## src/rtl/uart_rx.sv

```systemverilog
// uart_rx: asynchronous serial receiver, 8N1 by default, 16x oversampling with a
// 3-sample majority vote around mid-bit. Define UART_RX_PARITY_EN to receive 8E1
// frames (even parity checked before the stop bit).
`default_nettype none

module uart_rx #(
  parameter int CLK_HZ     = 50_000_000,
  parameter int BAUD       = 115200,
  parameter int OVERSAMPLE = 16
) (
  input  logic       clk,
  input  logic       rst,
  input  logic       rx,
  output logic       rxReady,
  output logic [7:0] rxData,
  output logic       rxErr
);

  // Round-to-nearest oversample divider, never below 1.
  localparam int DIV_CALC = (CLK_HZ + BAUD * (OVERSAMPLE / 2)) / (BAUD * OVERSAMPLE);
  localparam int DIV      = (DIV_CALC < 1) ? 1 : DIV_CALC;
  localparam int DW       = (DIV > 1) ? $clog2(DIV) : 1;
  localparam logic [DW-1:0] DIV_LAST = DW'(DIV - 1);

`ifdef UART_RX_PARITY_EN
  typedef enum logic [2:0] {IDLE, START, DATA, PARITY, STOP, WAITHI} state_t;
`else
  typedef enum logic [2:0] {IDLE, START, DATA, STOP, WAITHI} state_t;
`endif

  state_t        state;
  state_t        stateNext;
  logic          rxMeta;
  logic          rxS;
  logic [1:0]    syncValid;
  logic          rxPrev;
  logic [DW-1:0] divCnt;
  logic [3:0]    tickCnt;
  logic [2:0]    bitIdx;
  logic          s7;
  logic          s8;
  logic [7:0]    shiftReg;
  logic          readyNext;
  logic          errNext;
`ifdef UART_RX_PARITY_EN
  logic          parityBad;
`endif

  logic tick;
  logic sample9;
  logic sample15;
  logic maj;
  logic fallEdge;

  assign tick     = (divCnt == DIV_LAST);
  assign sample9  = tick && (tickCnt == 4'd9);
  assign sample15 = tick && (tickCnt == 4'd15);
  assign maj      = (s7 & s8) | (s7 & rxS) | (s8 & rxS);
  assign fallEdge = rxPrev & ~rxS;

  // Two-flop synchronizer; rxPrev only goes high once rxS carries a real line
  // value, so a line already low when reset ends cannot fake a start edge.
  always_ff @(posedge clk) begin
    if (rst) begin
      rxMeta    <= 1'b1;
      rxS       <= 1'b1;
      syncValid <= 2'b00;
      rxPrev    <= 1'b0;
    end else begin
      rxMeta    <= rx;
      rxS       <= rxMeta;
      syncValid <= {syncValid[0], 1'b1};
      rxPrev    <= syncValid[1] & rxS;
    end
  end

  // Frame state register.
  always_ff @(posedge clk) begin
    if (rst) state <= IDLE;
    else     state <= stateNext;
  end

  // Next-state and strobe decisions, all taken on sample ticks of the current bit.
  always_comb begin
    stateNext = state;
    readyNext = 1'b0;
    errNext   = 1'b0;
    case (state)
      IDLE: begin
        if (fallEdge) stateNext = START;
      end
      START: begin
        if (sample9 && maj) stateNext = IDLE;
        else if (sample15)  stateNext = DATA;
      end
      DATA: begin
        if (sample15 && (bitIdx == 3'd7)) begin
`ifdef UART_RX_PARITY_EN
          stateNext = PARITY;
`else
          stateNext = STOP;
`endif
        end
      end
`ifdef UART_RX_PARITY_EN
      PARITY: begin
        if (sample15) stateNext = STOP;
      end
`endif
      STOP: begin
        if (sample9) begin
`ifdef UART_RX_PARITY_EN
          if (maj && !parityBad) begin
`else
          if (maj) begin
`endif
            stateNext = IDLE;
            readyNext = 1'b1;
          end else begin
            stateNext = WAITHI;
            errNext   = 1'b1;
          end
        end
      end
      WAITHI: begin
        if (rxS) stateNext = IDLE;
      end
      default: stateNext = IDLE;
    endcase
  end

  // Bit timing, sampling, shifting and registered output strobes.
  always_ff @(posedge clk) begin
    if (rst) begin
      divCnt    <= '0;
      tickCnt   <= 4'd0;
      bitIdx    <= 3'd0;
      s7        <= 1'b1;
      s8        <= 1'b1;
      shiftReg  <= 8'h00;
      rxReady   <= 1'b0;
      rxErr     <= 1'b0;
      rxData    <= 8'h00;
`ifdef UART_RX_PARITY_EN
      parityBad <= 1'b0;
`endif
    end else begin
      rxReady <= readyNext;
      rxErr   <= errNext;
      if (readyNext) rxData <= shiftReg;
      if (state == IDLE) begin
        divCnt    <= '0;
        tickCnt   <= 4'd0;
        bitIdx    <= 3'd0;
`ifdef UART_RX_PARITY_EN
        parityBad <= 1'b0;
`endif
      end else begin
        divCnt <= tick ? '0 : divCnt + 1'b1;
        if (tick) tickCnt <= tickCnt + 4'd1;
        if (tick && (tickCnt == 4'd7)) s7 <= rxS;
        if (tick && (tickCnt == 4'd8)) s8 <= rxS;
        if ((state == DATA) && sample9)  shiftReg <= {maj, shiftReg[7:1]};
        if ((state == DATA) && sample15) bitIdx <= bitIdx + 3'd1;
`ifdef UART_RX_PARITY_EN
        if ((state == PARITY) && sample9) parityBad <= (maj != (^shiftReg));
`endif
      end
    end
  end

endmodule

`default_nettype wire

```

## config.mk

```make
export PLATFORM = sky130hd
export DESIGN_NAME = uart_rx
export DESIGN_NICKNAME = d
export VERILOG_FILES = /design/src/rtl/uart_rx.sv
export SDC_FILE = /design/constraint.sdc
export NUM_CORES = 1
export LEC_CHECK = 0
export CORE_UTILIZATION = 51
export DETAILED_ROUTE_END_ITERATION = 7
export HOLD_SLACK_MARGIN = 0.02
export PLACE_DENSITY = 0.8
export SYNTH_ARGS = -nofsm -noshare
export SYNTH_HDL_FRONTEND = slang
export SYNTH_SLANG_ARGS = --single-unit
```

## constraint.sdc

```tcl
create_clock -name clk -period 1.6 [get_ports clk]
set_clock_uncertainty 0.05 [all_clocks]
set_input_delay 0.16 -clock clk [delete_from_list [all_inputs] [get_ports clk]]
set_output_delay 0.16 -clock clk [all_outputs]
set_load 0.005 [all_outputs]
```

Yosys cells after proc, flatten, opt, wreduce, memory -nomap -nowiden
Cells that the tools add are included.
{ "totals": {"register_bits": 40, "elab_cells": 73, "inputBits": 3} }
{ "op_classes": {"mux": 13, "n_eq_ne": 15, "reduce_logical": 16, "add_sub_neg": 3, "bitwise_logic": 11} }
{ "op_table": {"columns": ["operator", "n"], "rows": [
  ["$mux W3", 7],
  ["$pmux W3 S5", 1],
  ["$eq A4 B4 Y1 const B", 3],
  ["$logic_and A1 B1 Y1", 8],
  ["$ne A2 B2 Y1 const B", 4],
  ["$eq A3 B2 Y1 const B", 2],
  ["$eq A3 B3 Y1 const B", 2],
  ["$reduce_and A2 Y1", 3],
  ["$reduce_or A3 Y1", 2],
  ["$add A5 B1 Y5 const B", 1],
  ["$and A1 B1 Y1", 5],
  ["$eq A5 B5 Y1 const B", 1],
  ["$mux W1", 5],
  ["$reduce_and A5 Y1", 1],
  ["$add A4 B1 Y4 const B", 1],
  ["$eq A4 B3 Y1 const B", 1],
  ["$not A1 Y1", 4],
  ["$add A3 B1 Y3 const B", 1],
  ["$eq A3 B1 Y1 const B", 1],
  ["$logic_not A3 Y1", 1],
  ["$ne A3 B3 Y1 const B", 1],
  ["$or A1 B1 Y1", 2],
  ["$reduce_or A2 Y1", 1]
]} }

Depth between registers and ports, before layout
{ "depth": {"word_depth": 6, "mapped_depth": 8, "depth_no_buf": 6} }

Least setup slack after synthesis
Ideal clock, no wire load.
{ "synth_timing": {"path_kind": "flip-flop to flip-flop", "startpoint": "register divCnt[0]", "endpoint": "register s7", "arrival_time_ns": 1.347, "synth_period_minus_slack_ns": 1.516, "path_slack_ns": 0.084, "required_ns": 1.431, "path_stages_with_launch": 9, "path_buffers": 2, "setup_ns": 0.119, "cell_sequence": "dfxtp_1 -> inv_1 -> ha_1 -> and4b_1 -> buf_6 -> buf_6 -> nand4_1 -> mux2i_1 -> nand2_1"} }
{ "synth_via": {"elab_chain_len": 3} }
{ "synth_rtl": {"columns": ["element", "line", "text"], "rows": [
  ["from (decl)", "37", "logic [DW-1:0] divCnt;"],
  ["from (signal assigned)", "159", "divCnt <= tick ? '0 : divCnt + 1'b1;"],
  ["$eq A5 B5 Y1", "55", "assign tick = (divCnt == DIV_LAST);"],
  ["$logic_and A1 B1 Y1", "161", "if (tick && (tickCnt == 4'd7)) s7 <= rxS;"],
  ["$reduce_and A2 Y1 (no source line)", null, null],
  ["to (signal assigned)", "161", null],
  ["to (decl)", "40", "logic s7;"]
]} }
No other way between the ends.
A chain may end at the register's enable or synchronous reset.

Worst setup path after layout
{ "layout_timing": {"startpoint": "register divCnt[0]", "endpoint": "register rxData[5]"} }
{ "layout_via": {"elab_chain_len": 4} }
{ "layout_rtl": {"columns": ["element", "line", "text"], "rows": [
  ["$eq A5 B5 Y1", "55", null],
  ["$logic_and A1 B1 Y1", "56", "assign sample9 = tick && (tickCnt == 4'd9);"],
  ["$mux W1", "111", "if (sample9) begin"],
  ["$mux W1", "88", "case (state)"],
  ["to (signal assigned)", "150", "if (readyNext) rxData <= shiftReg;"],
  ["to (decl)", "15", "output logic [7:0] rxData,"]
]} }
No other way between the ends.

==> out/qor.yml <==
cells_and_area:
  final_util_pct: 67.3
  fill_cells: 259
  drive_above_1_share_pct: 23.5
  num_antenna_cells: 0
  nets: 205
  design_area_um2: 2120
  fin_cells: 240
  area_delta_synth_final_pct: 21.8
drt:
  met1Wirelength_mm: 1.48
  wl_met2_mm: 1.69
  drtIter0Drc: 65
  first_pass_iters: 4
  routed-wl-met3_um: 128
  top_layer: "met4"
  drc: 0
  drt-wirelength-per-cell_um: 14.2
  post_drt_via_cell_ratio: 5.41
  antenna_left: 0
  dr_total_vias: 1299
  drt-total-wl_mm: 3.42
global_routing:
  grt_use_total_pct: 21.3
  grt-ovfl-total: 0
  grt_max_degree: 23
  grt_pass1_wl_mm: 5.60
  antenna_found_initial: 0
  grt_pass1_vias: 1289
die:
  coreArea_um2: 3150
  start_util_pct: 55.2
  die_y_um: 60.4
  dieArea_um2: 3650
  die_x_um: 60.4
  rows: 20
  io_pins: 13
clock_network:
  cts_tree: "done"
  numCtsBuffers: 5
  clock_latency_ns: 0.35
  htree_levels: 2
  cts_hold_buf: 0
  clk_pin_slew_ns: 0.11
  ctsLongestPathBuffers: 2
  clock_sinks: 40
  cts_root_buf: "clkbuf_4"
synth:
  ys_types: 39
  yosysSeqAreaShare_pct: 46.0
  synth_top_flop_cell: "dfxtp_1"
  async_flop_share_pct: 0
  ys_ff_latch: 40
  syn_inst: 169
  synth_warnings: 0
  synth.avg_cell_area_um2: 10.3
  synth_fp_nets: 179
  syn_area_um2: 1740
  synth_edf_count: 0
critical_path:
  slowest_stage: "dfxtp_2"
  max_stage_delay_ns: 0.34
  critPathTopFamily: "simple AND/OR/NAND/NOR gates"
  path_class: "reg -> reg"
  crit_fanout: 8
  cp-start-kind: "flop"
  crit_cells: 7
  cp.buffers_inverters: 2
  end_kind: "flop"
  path_cells: "inv_2, ha_4, and4b_2, buf_6, nand4_4, mux2i_1, nor2_1"
  required_ns: 1.80
  r2r_cells: 7
  setup.worst_path.start: "divCnt[0]"
  arrival_ns: 1.81
  r2r_start: "divCnt[0]"
  reg2reg_slack_ns: -0.008
placed_design:
  numPlacedInstances: 227
  dpl_worst_slack_ns: -0.151
  postPlaceCellArea_um2: 1950
  gp_congestion: 0.917
  dpl.hpwl_mm: 2.38
  portBuffers: 12
sta:
  max_freq_mhz: 622
  grt_setup_unrepaired: "true"
  setup_slack_ns: -0.00793
  whs_ns: 0.346
  hold_viol_final: 0
  period_share_pct: 100
  finalMaxSlewViolations: 0
  fin_tns_setup_ns: -0.00793
  setup_viol_count_final: 1
  worst_pin_slew_ns: 0.392
  max_slew_margin_pct: 73.8
  layout_min_cycle_time_ns: 1.61
power:
  total_power_mw: 2.23
  p_seq_share_pct: 49.9
  p_int_mw: 1.59
  power.density_nw_per_um2: 1050
  p_sw_share_pct: 28.8
  power_switching_mw: 0.643
  vdd_drop_max_mv: 0.800
  p_clk_share_pct: 29.0
  p_leak_nw: 0.959
  combPwrFrac_pct: 21.1
run:
  timing.max_cap.violations: 0
worst_hold_path:
  hold_depth: 2
  min_path_type: "in -> reg"
  hp-start: "rx"
status:
  violations: "negative setup slack"
  outcome: "complete, but fails checks"
flip-flops by register name, indices dropped and copies added (netlist names):
| signal | count |
|---|---|
| bitIdx | 3 |
| rxData | 8 |
| s8 | 1 |
| s7 | 1 |
| tickCnt | 4 |
| rxS | 1 |
| state | 3 |
| syncValid | 2 |
| rxMeta | 1 |
| rxPrev | 1 |
| rxReady | 1 |
| divCnt | 5 |
| rxErr | 1 |
| shiftReg | 8 |
worst register-to-register path, cell delays in order (launching register included):
cell and delay, ns:
dfxtp_2 0.34, inv_2 0.06, ha_4 0.11, and4b_2 0.32, buf_6 0.13, nand4_4 0.21
mux2i_1 0.24, nor2_1 0.05
metal layers:
layer  vias up  track usage, %
met5         -               0
met3        15            7.46
met2        24            35.0
li1        640               -
met4         0            11.0
met1       620            24.5
power by group through the flow:
stage	registers [mW]	logic [mW]	clock network (mW)
6_report	1.11	0.471	0.646
5_1_grt	1.12	0.512	0.705
4_1_cts	1.11	0.427	0.655
3_5_place_dp	1.13	0.408	0
3_3_place_gp	1.12	0.383	0
2_1_floorplan	1.09	0.333	0
cells by family after synthesis:
| logic type | count (synthesis) | share of synthesized area, % |
|---|---|---|
| and+or+nand+nor | 69 | 23.5 |
| DFF | 40 | 46.0 |
| muxes | 20 | 11.5 |
| buffers and inverters | 13 | 4.24 |
| AOI/OAI and AO/OA | 12 | 5.46 |
| adders and majority gates | 8 | 5.82 |
| xor gates and xnor gates | 7 | 3.52 |
cell type report:
class,instances,area (um^2),share of cell area [%]
well taps,44,55.1,2.59
repair buffers,27,256,12.1
inverters,5,18.8,0.884
clock buffers,6,41.3,1.95
multi-input cells,116,910,42.9
clock inverters,2,35.0,1.65
flip-flops and latches,40,806,38.0
path summary, 6_finish.rpt:
check,endpoint
max reg2reg,rxData[5]
min,rxMeta
min reg2reg,rxS
max,rxData[5]
timing repair:
action / 4_1_cts / 5_1_grt
pin swaps: 4 / 11
gates resized for setup: 10 / 10
gates cloned: 0 / 0
setup endpoints to repair: 32 / 28
setup buffers: 5 / 0
synth_stat cells (2+ instances only):
library cell | number | share of area (%)
nand4_4 | 2 | 2.4
buf_2 | 2 | 0.57
ha_1 | 7 | 5.0
nor3_1 | 4 | 1.1
and3b_1 | 3 | 1.5
buf_6 | 2 | 1.3
mux2i_1 | 20 | 11
dfxtp_1 | 40 | 46
inv_1 | 5 | 1.1
xnor2_1 | 2 | 1.0
or2_2 | 2 | 0.72
and4b_1 | 3 | 1.7
clkbuf_1 | 2 | 0.43
nand4_1 | 5 | 1.8
a21oi_1 | 3 | 0.86
buf_4 | 2 | 0.86
nor2_1 | 29 | 6.2
xor2_1 | 5 | 2.5
nor2b_1 | 4 | 1.4
nand3_1 | 3 | 0.86
nand2_1 | 6 | 1.3
cells in the final DEF (no fill, tap or decap), drive strengths merged, types with 3 or more instances in the layout:
cell type	count
xor2	5
and3b	3
dfxtp	40
buf	15
nor2b	4
mux2i	20
clkdlybuf4s50	12
inv	5
ha	7
nor3	4
and4b	3
a21oi	3
clkbuf	6
nand2	6
nand4	7
nand3	3
nor2	29
Note: power is estimated with default switching activity, not from simulation.
